### src/rtl/view_scheduler.sv
// view_scheduler: owns the parking-lot view register, arbitrates switch and
// button requests by fixed priority, forces a return to IDLE after a period
// of inactivity in the transient views, and muxes the sub-view displays.
module view_scheduler #(
  parameter int TICK_DIV       = 100000000,
  parameter int IDLE_TIMEOUT_S = 30
) (
  input  logic        clk,
  input  logic        rst,
  input  logic        sw_admin,
  input  logic        sw_member,
  input  logic        bt_park,
  input  logic        bt_leave,
  input  logic        num_correct,
  input  logic        pay_done,
  input  logic        activity,
  input  logic [47:0] seg_out_bus,
  input  logic [47:0] seg_en_bus,
  output logic [2:0]  view,
  output logic        view_enter,
  output logic        timeout_flag,
  output logic [7:0]  seg_out,
  output logic [7:0]  seg_en
);

  localparam int TICK_W = (TICK_DIV > 1) ? $clog2(TICK_DIV) : 1;
  localparam int SEC_W  = (IDLE_TIMEOUT_S > 0) ? $clog2(IDLE_TIMEOUT_S + 1) : 1;
  localparam logic [TICK_W-1:0] TICK_LAST = TICK_W'(TICK_DIV - 1);
  localparam logic [SEC_W-1:0]  SEC_LIMIT = SEC_W'(IDLE_TIMEOUT_S);

  typedef enum logic [2:0] {
    V_IDLE   = 3'd0,
    V_ADMIN  = 3'd1,
    V_PARK   = 3'd2,
    V_CHECK  = 3'd3,
    V_PAY    = 3'd4,
    V_MEMBER = 3'd5
  } view_t;

  // Kept as a plain vector so the illegal codes 6/7 remain representable.
  logic [2:0]        view_r;
  logic [2:0]        req_nx;
  logic [2:0]        view_nx;
  logic              req_fire;
  logic              transient;
  logic              expire;
  logic              cnt_clear;
  logic [TICK_W-1:0] tick_cnt;
  logic [SEC_W-1:0]  sec_cnt;
  logic [7:0]        seg_sel;
  logic [7:0]        en_sel;
  logic              enter_nx;
  logic              tflag_nx;

  assign transient = (view_r == V_PARK) || (view_r == V_CHECK) || (view_r == V_PAY);
  assign expire    = transient && (sec_cnt == SEC_LIMIT) && !activity;
  assign cnt_clear = activity || (view_nx != view_r) || !transient;
  assign view      = view_r;

  // State register plus the registered display and pulse outputs.
  always_ff @(posedge clk or negedge rst) begin
    if (!rst) begin
      view_r       <= V_IDLE;
      view_enter   <= 1'b0;
      timeout_flag <= 1'b0;
      seg_out      <= 8'h00;
      seg_en       <= 8'h00;
    end else begin
      view_r       <= view_nx;
      view_enter   <= enter_nx;
      timeout_flag <= tflag_nx;
      seg_out      <= seg_sel;
      seg_en       <= en_sel;
    end
  end

  // Next view: per-view request rules by priority, then timeout override.
  always_comb begin
    req_nx = view_r;
    case (view_r)
      V_IDLE: begin
        if (sw_admin)       req_nx = V_ADMIN;
        else if (sw_member) req_nx = V_MEMBER;
        else if (bt_park)   req_nx = V_PARK;
        else if (bt_leave)  req_nx = V_CHECK;
      end
      V_ADMIN:  if (!sw_admin)  req_nx = V_IDLE;
      V_MEMBER: if (!sw_member) req_nx = V_IDLE;
      V_PARK:   if (bt_park)    req_nx = V_IDLE;
      V_CHECK: begin
        if (bt_park)          req_nx = V_IDLE;
        else if (num_correct) req_nx = V_PAY;
      end
      V_PAY:    if (pay_done)   req_nx = V_IDLE;
      default:                  req_nx = V_IDLE;
    endcase
    req_fire = (req_nx != view_r);
    view_nx  = expire ? V_IDLE : req_nx;
  end

  // Outputs: display slice of the current view and the change/timeout pulses.
  always_comb begin
    seg_sel  = 8'h00;
    en_sel   = 8'h00;
    if (view_r <= V_MEMBER) begin
      seg_sel = seg_out_bus[8*int'(view_r) +: 8];
      en_sel  = seg_en_bus[8*int'(view_r) +: 8];
    end
    enter_nx = (view_nx != view_r);
    tflag_nx = expire && !req_fire;
  end

  // Inactivity timer: ticks roll into seconds; seconds saturate at the limit.
  always_ff @(posedge clk or negedge rst) begin
    if (!rst) begin
      tick_cnt <= '0;
      sec_cnt  <= '0;
    end else if (cnt_clear) begin
      tick_cnt <= '0;
      sec_cnt  <= '0;
    end else if (tick_cnt == TICK_LAST) begin
      tick_cnt <= '0;
      if (sec_cnt != SEC_LIMIT) sec_cnt <= sec_cnt + 1'b1;
    end else begin
      tick_cnt <= tick_cnt + 1'b1;
    end
  end

endmodule

### config.mk
export PLATFORM = sky130hd
export DESIGN_NAME = view_scheduler
export DESIGN_NICKNAME = d
export VERILOG_FILES = /design/src/rtl/view_scheduler.sv
export SDC_FILE = /design/constraint.sdc
export NUM_CORES = 1
export LEC_CHECK = 0
export BUFFER_PORTS_ARGS = -buffer_cell sky130_fd_sc_hd__buf_4
export CORE_ASPECT_RATIO = 0.7
export CORE_UTILIZATION = 50
export DETAILED_ROUTE_END_ITERATION = 16
export GPL_TIMING_DRIVEN = 0
export PLACE_DENSITY = 0.8
export SLEW_MARGIN = 20
export SYNTH_ARGS = -nofsm -noshare
export SYNTH_HDL_FRONTEND = slang
export SYNTH_SLANG_ARGS = --single-unit
### constraint.sdc
create_clock -name clk -period 2.5 [get_ports clk]
set_input_delay 0.125 -clock clk [delete_from_list [all_inputs] [get_ports clk]]
set_output_delay 0.125 -clock clk [all_outputs]
set_load 0.1 [all_outputs]
==> metrics.yaml <==
final_layout:
  layout.nets: 559
  postLayoutCellArea_sq_mm: 0.00458
  final_layout_size_suffix_gt1_share_pct: 42.1
  area_delta_synth_final_pct: 36.7
  fin_util_pct: 72.3
  n_antenna_cell: 0
detailed_routing:
  drt_wl_total_microns: 9050
  drc_errors: 0
  vias: 3020
  drt_iter0_markers: 175
  routedWlPerCell_microns: 16.7
  ant_nets: 0
  vias_per_cell: 5.57
  dr.pass1.iters: 4
floorplan:
  row_count: 24
  start_util_pct: 52.9
  core_area_sq_mm: 0.00634
  die_w_microns: 99.8
  io_pins: 126
  die_h_microns: 70.5
  die-area_sq_mm: 0.00704
sta:
  worst-slew-pin-transition_ns: 0.713
  rsz0062_at_grt: "true"
  setup_viol: 0
  period_minus_slack_ns: 2.39
  hold_viol: 0
  clock.fmax_mhz: 419
  final-max-slew-violation-count: 0
  fin_crit_sh_pct: 95.6
  fin_ws_ns: 0.111
  skew_ns: 0.0139
  relSlewSlack_pct: 52.5
  hold_ws_ns: 0.0964
clock_network:
  insertion_delay_ns: 0.32
  clock_path_buffers: 2
  path_clk_slew_ns: 0.10
  numCtsBuffers: 5
  cts_root_buf: "clkbuf_8"
  cts_max_level: 2
  cts_tree: "yes"
  cts_sinks: 53
critical_path:
  cp.arrival_ns: 2.62
  cp-start-kind: "flop"
  crit_slowest_cell: "a221o_2"
  end_kind: "flop"
  worst-path-buf-inv: 2
  cp_top_family: "compound AO/OA/AOI/OAI gates"
  worstPathRequired_ns: 2.73
  crit_type: "reg -> reg"
  slowest_delay_ns: 0.46
  crit_chain: "buf_2 > or3b_4 > a211oi_4 > nor2_1 > a221o_2 > buf_4 > nor4b_2"
  path_max_fanout: 10
place:
  port_buffers: 125
  dp_hpwl_microns: 6920
  gp_congestion: 0.871
  pre_cts_ws_ns: -0.0624
  placed_area_sq_mm: 0.00441
logic_synthesis:
  synth_area_leader_cell: "dfrtp_1"
  syn_area_sq_mm: 0.00335
  async_reset_ff_share_pct: 100
  ys_seq_elements: 53
  yosys_warnings: 0
  synthTopCellsByArea: "dfrtp_1, mux4_2, nor4b_2"
  synth_common_cells: "dfrtp_1, nor3_1, inv_1"
  syn-num-nets: 423
  yosysMostFrequentCell: "dfrtp_1"
  synth-main-ff-cell: "dfrtp_1"
  syn_avg_cell_area_sq_um: 10.6
  ys_seq_area_share_pct: 39.6
  yosysTopAreaCellShare_pct: 39.6
  synth-edff-count: 0
  synth_cell_type_count: 50
  synth_cells: 315
global_routing:
  grt_usage_pct: 27.5
  grt_pass1_wl_microns: 14800
  grt_overflow_total: 0
  antenna_found_initial: 0
  grt_pass1_vias: 3091
  grt_max_degree: 54
power:
  leakagePower_nw: 1.95
  power.density_mw_per_mm2: 1080
  peakVddDrop_v: 0.000597
run:
  cap_violations: 0
outcome:
  status: "finished, final reports clean"
min_path:
  hold_class: "in -> reg"
## worst reg2reg max path: stages (launching register included)
cell and delay, ns:
dfrtp_2 0.41, buf_2 0.18, or3b_4 0.43, a211oi_4 0.31
nor2_1 0.07, a221o_2 0.46, buf_4 0.20, nor4b_2 0.26
## power breakdown
group	total, mW	internal [mW]	switching [mW]
Combinational	3.30	1.01	2.29
Clock	0.583	0.292	0.291
Sequential	1.08	1.03	0.0534
Total	4.96	2.33	2.63
## routing by layer
layer	routed length (microns)	part of all wire, %	GRT usage, %
met3	638	7.0	6.51
met2	4350	48	44.2
met4	183	2.0	9.31
met1	3880	43	36.5
met5	0	0	0
## cells by family after synthesis
family,after synthesis,share of synthesized area [%]
buf+inv,42,5.71
fa+ha+maj,3,1.12
compound gates,37,7.32
flops,53,39.6
simple gates,120,23.4
xor+xnor,28,7.32
mux,32,15.5
## path summary, 6_finish.rpt
path / start / endpoint / slack, ns / depth (start not counted)
worst max-delay path: view[1] / tick_cnt[23] / 0.11 / 7
max in group asynchronous: rst / view[0] / 1.62 / 2
min in group asynchronous: rst / seg_en[1] / 0.37 / 2
worst min-delay path: seg_out_bus[37] / seg_out[5] / 0.1 / 3
worst max register to register: view[1] / tick_cnt[23] / 0.11 / 7
worst min register to register: tick_cnt[0] / tick_cnt[0] / 0.54 / 1
## placed cells by master, fill, tap and decap left out, types with 7 or more instances in the layout
cell	netlist	final
buf_4	1	128
dfrtp_1	53	50
nor3_1	24	24
inv_1	20	20
nand2_1	18	18
xnor2_1	18	18
mux4_2	16	16
mux2i_1	16	16
o22ai_1	16	16
nand3_1	15	14
nor2_1	12	12
nor4b_2	12	11
xor2_1	10	10
clkbuf_1	8	7
## final cells by class
class,instances,area (sq um)
inverter,20,75.1
timing repair buffer,129,971
tap,91,114
clock inverter,2,35.0
multi-input combinational,220,1860
buffer,22,121
sequential,53,1330
fill,488,1760
clock buffer,5,68.8
## timing repair
item,CTS,global route
endpoints found under the hold margin,53,0
pin swaps,0,2
endpoints found under the setup margin,10,33
resized for setup,1,9
setup buffers,0,2
gates cloned,0,1
hold buffers,1,0
## per-stage QoR
stage	total power [mW]	TNS (ns)	std cells
2_1_floorplan	3.58	0	315
3_3_place_gp	4.28	0	531
3_5_place_dp	4.32	-0.268	531
4_1_cts	4.90	0	539
5_1_grt	5.18	-0.0295	542
6_report	4.96	0	542
## registers in the layout, indices dropped and copies added, names as in the netlist
register,cells
sec_cnt,5
seg_en,8
seg_out,8
tick_cnt,27
timeout_flag,1
view,3
view_enter,1
Note: power is estimated with default switching activity, not from simulation.
